File: src/rtl/alien_formation_pkg.sv
// Shared definitions for the alien formation block: state encoding and
// playfield geometry.
package alien_formation_pkg;

   typedef enum logic [1:0] {
      IDLE = 2'd0,
      PLAY = 2'd1,
      WON  = 2'd2,
      LOST = 2'd3
   } state_t;

   localparam int SCREEN_COLS = 32;
   localparam int LANDING_ROW = 14;

endpackage

File: src/rtl/alien_hit_detect.sv
// Combinational bullet/alien collision decode. Aliens sit on even screen
// columns, so an odd column offset never hits.
module alien_hit_detect
   import alien_formation_pkg::*;
#(
   parameter  int COLS = 8,
   parameter  int ROWS = 4,
   localparam int NA   = COLS * ROWS,
   localparam int IW   = (NA > 1) ? $clog2(NA) : 1
) (
   input  logic [4:0]    bullet_x,
   input  logic [3:0]    bullet_y,
   input  logic          bullet_flying,
   input  logic [4:0]    formation_x,
   input  logic [3:0]    formation_y,
   input  logic [NA-1:0] alien_map,
   output logic          hit_valid,
   output logic [IW-1:0] alien_idx
);

   logic [4:0]    dx;
   logic [3:0]    dy;
   logic          in_x;
   logic          in_y;
   logic [IW-1:0] idx;

   always_comb begin
      dx   = bullet_x - formation_x;
      dy   = bullet_y - formation_y;
      // Ordering checks first so a bullet left of / above the formation
      // never aliases through the unsigned subtraction.
      in_x = (bullet_x >= formation_x) && (int'(dx) < 2 * COLS) && !dx[0];
      in_y = (bullet_y >= formation_y) && (int'(dy) < ROWS);
      idx  = IW'(int'(dy) * COLS + int'(dx >> 1));
      hit_valid = bullet_flying && in_x && in_y && alien_map[idx];
      alien_idx = idx;
   end

endmodule

File: src/rtl/alien_formation.sv
// Alien formation: march timing, edge bounce/descent, kill bookkeeping and
// the IDLE/PLAY/WON/LOST game state.
module alien_formation
   import alien_formation_pkg::*;
#(
   parameter int COLS     = 8,
   parameter int ROWS     = 4,
   parameter int STEP_DIV = 8
) (
   input  logic                 clk_36MHz,
   input  logic                 reset,
   input  logic                 enable,
   input  logic                 start,
   input  logic                 clear,
   input  logic [4:0]           bullet_x,
   input  logic [3:0]           bullet_y,
   input  logic                 bullet_flying,
   output logic                 hit,
   output logic [COLS*ROWS-1:0] alien_map,
   output logic [4:0]           formation_x,
   output logic [3:0]           formation_y,
   output logic [1:0]           state
);

   localparam int         NA    = COLS * ROWS;
   localparam int         IW    = (NA > 1) ? $clog2(NA) : 1;
   localparam logic [4:0] X_MAX = 5'(SCREEN_COLS - 2 * COLS);
   localparam logic [7:0] T_MAX = 8'(STEP_DIV - 1);

   // Declaration values give the power-up state on configuration.
   state_t          state_q  = IDLE;
   logic [NA-1:0]   map_q    = '1;
   logic [4:0]      fx_q     = '0;
   logic [3:0]      fy_q     = '0;
   logic            left_q   = 1'b0;
   logic [7:0]      tick_q   = '0;
   logic            hit_q    = 1'b0;

   state_t          state_d;
   logic [NA-1:0]   map_d;
   logic [4:0]      fx_d;
   logic [3:0]      fy_d;
   logic            left_d;
   logic [7:0]      tick_d;
   logic            hit_d;
   logic            move;
   logic            landed;
   logic            hit_valid;
   logic [IW-1:0]   alien_idx;

   alien_hit_detect #(.COLS(COLS), .ROWS(ROWS)) u_hit_detect (
      .bullet_x      (bullet_x),
      .bullet_y      (bullet_y),
      .bullet_flying (bullet_flying),
      .formation_x   (fx_q),
      .formation_y   (fy_q),
      .alien_map     (map_q),
      .hit_valid     (hit_valid),
      .alien_idx     (alien_idx)
   );

   always_comb begin
      state_d = state_q;
      map_d   = map_q;
      fx_d    = fx_q;
      fy_d    = fy_q;
      left_d  = left_q;
      tick_d  = tick_q;
      hit_d   = 1'b0;
      move    = 1'b0;
      landed  = (int'(fy_q) + ROWS - 1) >= LANDING_ROW;

      case (state_q)
         IDLE: if (start) state_d = PLAY;
         PLAY: begin
            // Collision uses the pre-move position; both effects land together.
            if (hit_valid) begin
               hit_d            = 1'b1;
               map_d[alien_idx] = 1'b0;
            end
            if (enable) begin
               if (tick_q == T_MAX) begin
                  tick_d = '0;
                  move   = 1'b1;
               end else begin
                  tick_d = tick_q + 8'd1;
               end
            end
            if (move) begin
               if (!left_q && fx_q < X_MAX)
                  fx_d = fx_q + 5'd1;
               else if (left_q && fx_q != 5'd0)
                  fx_d = fx_q - 5'd1;
               else begin
                  if (fy_q != 4'd15) fy_d = fy_q + 4'd1;
                  left_d = !left_q;
               end
            end
            if (map_q == '0)
               state_d = WON;
            else if (landed)
               state_d = LOST;
         end
         default: ;
      endcase

      if (clear) begin
         state_d = IDLE;
         map_d   = '1;
         fx_d    = '0;
         fy_d    = '0;
         left_d  = 1'b0;
         tick_d  = '0;
         hit_d   = 1'b0;
      end
   end

   always_ff @(posedge clk_36MHz) begin
      if (!reset) begin
         state_q <= IDLE;
         map_q   <= '1;
         fx_q    <= '0;
         fy_q    <= '0;
         left_q  <= 1'b0;
         tick_q  <= '0;
         hit_q   <= 1'b0;
      end else begin
         state_q <= state_d;
         map_q   <= map_d;
         fx_q    <= fx_d;
         fy_q    <= fy_d;
         left_q  <= left_d;
         tick_q  <= tick_d;
         hit_q   <= hit_d;
      end
   end

   assign hit         = hit_q;
   assign alien_map   = map_q;
   assign formation_x = fx_q;
   assign formation_y = fy_q;
   assign state       = state_q;

endmodule

File: config.mk
export PLATFORM = sky130hd
export DESIGN_NAME = alien_formation
export DESIGN_NICKNAME = d
export VERILOG_FILES = /design/src/rtl/alien_formation_pkg.sv /design/src/rtl/alien_hit_detect.sv /design/src/rtl/alien_formation.sv
export SDC_FILE = /design/constraint.sdc
export NUM_CORES = 1
export LEC_CHECK = 0
export CAP_MARGIN = 20
export CORE_ASPECT_RATIO = 0.8
export CORE_MARGIN = 2
export CORE_UTILIZATION = 56
export DETAILED_ROUTE_END_ITERATION = 12
export GPL_ROUTABILITY_DRIVEN = 1
export MAX_ROUTING_LAYER = met4
export PLACE_DENSITY = 0.85
export SYNTH_ARGS = -nofsm -noshare
export SYNTH_HDL_FRONTEND = slang
export SYNTH_SLANG_ARGS = --single-unit
export TNS_END_PERCENT = 30
File: constraint.sdc
create_clock -name clk_36MHz -period 9.3 [get_ports clk_36MHz]
set_input_delay 1.86 -clock clk_36MHz [delete_from_list [all_inputs] [get_ports clk_36MHz]]
set_output_delay 1.86 -clock clk_36MHz [all_outputs]
set_load 0.01 [all_outputs]
==> results.md <==
* Mux share of post-synthesis cell area at 0.06507
* H-tree Lvls at 2
* Pre-CTS setup slack at 3.762 ns
* Xor/xnor cell area share of the yosys netlist at 0.07166
* Max stage delay on crit path at slightly above 0.8 ns
* # fillers at around 410
* Synth Area in Compound Gates at 0.1392
* CP Cell Sequence: clkdlybuf4s50_1 > inv_1 > ha_1 > inv_1 > fa_1 > a21o_1 > a21oi_1 > xnor2_1 > ha_1 > xnor2_1 > nand2_1 > a2111oi_2 > nor4b_4 > a21oi_1
* Clock Tree Root: clkbuf_8
* Yosys top cell by area: dfxtp_1
* Yosys reg bits at 53
* Max Slew Vio Count at 0
* Post-Synth Adder-Cell Area at 0.08979
* Worst Hold End: tick_q[1]
* Worst Path Max Fanout at 9
* Mapped Cells at 337
* CTS clk-pin slew, worst paths at 0.10 ns
* # Post-CTS Setup Buffers at 0
* Minimum clock period at 5.220 ns
* Layout cell share with drive strength beyond 1 at 0.09645
* Area share of the largest cell type after synthesis at 0.3493
* Top Family by Delay on Critical Path: compound AO/OA/AOI/OAI gates
* Final hold violations at 0
* Setup ws final at 4.080 ns
* WHS Path Cells at 2
* R2r setup slk at roughly 5.5 ns
* Worst r2r src: formation_x[0]
* Final instance count without filler cells at 456
* Number of synthesized flops with an enable pin at 0
* Total power at 410.9 µW
* Post-synthesis sequential area ratio at 0.3493
* Slew HR at 0.4388
* Reg2Reg Depth at 12
* Crit path required time at 9.56 ns
* WP buf/inv at 3
* Area delta synth->final at 23.19%
* Die width at 86.35 µm
* Site row count at 23
* Tightest Pin Transition at 0.8402 ns
* CTS tree: yes
* Gr usage total at 0.2693
* CTS Hold Bufs at 0
* Mapped Area at slightly above 3000 µm²
* Final TNS setup at 0 ns
* Io pins at 59
* Die Span Y at 69.88 µm
* Placed Cells at 448
* Primary FF master, synth: dfxtp_1
* HPWL after DPL at about 5600 µm
* DR WL/cell at between 15 and 20 µm
* Vias at ~2.7k
* Crit Path Class: input port to flop
* Number of CTS-inserted buffers at 5
* Largest net degree at the start of global routing at 46
* DRC Markers at 0
* Status: finished, final reports clean
* Iteration-0 DRC Markers at 313
* PwrDens at 109.8 nW/µm²
* Initial antenna violation count at 0
* RSZ-0062 raised after global routing: false
* Vias in the first global route at 2482
* Vias per cell at 5.829
* PortBufs at 58
* Starting density of the core at 0.5931
* Synth cell count leaders: nor2_1 (64), dfxtp_1 (53), a21oi_1 (44)
* Endpoints failing setup at 0
* Setup crit start kind: input port
* Cts repair resizes at 0
* Gpl congestion at roughly 0.95
* Cell with the most instances after synthesis: nor2_1
* Largest family of logic cells by synthesized area: simple AND/OR/NAND/NOR gates
* Synth cell types at 50
* FF-to-FF End: alien_map[16]
* Tcrit/Tclk final at 0.5613
* Largest cells by area after synthesis: dfxtp_1 (35%), nor2_1 (7.9%), a21oi_1 (7.2%), ha_1 (7.0%), mux4_2 (4.4%)
* Crit path DAT at 5.48 ns
* Ys Warns at 0
* Worst skew pair latency at ~0.32 ns
* First-pass GRT wire length at 12420 µm
* Diode count at 0
* Crit. End Element: flop
* Max Clock Freq at between 150 and 200 MHz
* Pleak at ~0.0013 µW
* Total wire length at 7577 µm
* Async set-reset flop share out of synthesis at 0
* Clock skew at a little under 0.009 ns
* Gr ovfl total at 0
* Initial DRT Pass Iterations at 5
* Hold/Removal Path Class: flop to flop
* Antenna-violating nets left at 0
* Avg Cell Area, Syn at 9.015 µm²
* Die ar. at roughly 6000 µm²
* Max clock buf depth at 2
* Nets at 428
* Slowest stage cell, crit path: a2111oi_2
* Total clock sinks at 53
* VDD IR max at 0.00009404 V
* Max-cap violations at 0
* CORE AREA at 5122 µm²
* Syn nets at 372
* Synth Area in Simple Gates at 0.2508
* Min-delay src: tick_q[1]
-- per-layer routing --
metal  track usage  vias to the layer above  part of all wire
li1              -                     1310                 -
met1        0.3934                     1232              0.48
met2        0.3786                      107              0.44
met3       0.06501                        9             0.070
met4       0.05903                        0            0.0096
met5             -                        -                 0
-- registers in the layout, indices dropped and copies added (netlist names) --
| register | cells |
|---|---|
| alien_map | 32 |
| formation_x | 5 |
| formation_y | 4 |
| hit | 1 |
| left_q | 1 |
| state | 2 |
| tick_q | 8 |
-- kinds of logic after synthesis --
kind of cell / after synthesis
AOI/OAI and AO/OA: 65
xor gates and xnor gates: 21
adders and majority gates: 20
buffers and inverters: 25
DFF: 53
muxes: 12
and+or+nand+nor: 141
-- worst min-delay path, delay by kind of cell (launching register included) --
| family | cells | cell delay (ns) |
|---|---|---|
| flip-flops | 1 | 0.34 |
| AO/OA/AOI/OAI | 1 | 0.06 |
| AND/OR/NAND/NOR | 1 | 0.06 |
-- cell type report --
cell class                      count  area (µm²)  share of cell area
Tap cell                           62       77.57             0.02073
Clock buffer                        5       68.82             0.01839
Multi-Input combinational cell    259        1873              0.5005
Clock inverter                      3       17.52            0.004681
Inverter                           15       56.30             0.01505
Sequential cell                    53        1061              0.2835
Timing Repair Buffer               59       588.1              0.1571
-- cell usage in the layout, fill, tap and decap left out, types with 2 or more instances in the layout --
cell type | Yosys | layout
nand2_1 | 11 | 11
mux2i_1 | 4 | 4
a211oi_1 | 2 | 2
xor2_1 | 9 | 9
mux4_2 | 6 | 6
a21o_1 | 3 | 3
xnor2_1 | 9 | 9
a21oi_1 | 44 | 44
a31oi_1 | 2 | 2
nand4_1 | 2 | 2
clkbuf_8 | 0 | 5
o21ai_0 | 4 | 4
nor2b_1 | 10 | 10
nor4_1 | 13 | 13
nand2b_1 | 5 | 5
fa_1 | 3 | 3
clkdlybuf4s50_1 | 0 | 58
nor3_1 | 9 | 9
and3_2 | 2 | 2
nor2_1 | 64 | 64
nand2_2 | 2 | 2
dfxtp_1 | 53 | 53
nand3b_1 | 2 | 2
ha_1 | 17 | 17
clkinv_2 | 0 | 2
and2_1 | 2 | 2
mux2_2 | 2 | 2
nand3_1 | 7 | 7
nor4b_4 | 3 | 3
a2111oi_2 | 2 | 2
inv_1 | 15 | 15
nor2_2 | 2 | 2
-- metrics by stage --
stage | area [µm²] | utilization | hold slack, ns
final | 3742 | 0.7306 | 0.4964
after global routing | 3742 | 0.7306 | 0.5493
after global placement | 3656 | 0.7137 | 0.4685
after detailed placement | 3656 | 0.7137 | 0.4739
after floorplan | 3038 | - | 0.4536
after CTS | 3742 | 0.7306 | 0.4883
-- worst max-delay path by stage --
stage	cells past startpoint	endpoint	start	slack (ns)
final	14	alien_map[16]	bullet_x[0]	4.08
after global routing	14	alien_map[16]	bullet_x[0]	3.81
after CTS	14	alien_map[17]	bullet_x[0]	4.11
after detailed placement	14	alien_map[17]	bullet_x[0]	3.76
after global placement	14	alien_map[19]	bullet_x[0]	3.91
after floorplan	13	alien_map[16]	bullet_x[0]	4.50
-- report_power, final --
group          internal (µW)  switching (µW)
clock network           52.2            80.5
registers                227           0.352
logic                   18.4            32.4
total                    298             113
(Power assumes the default switching activity.)
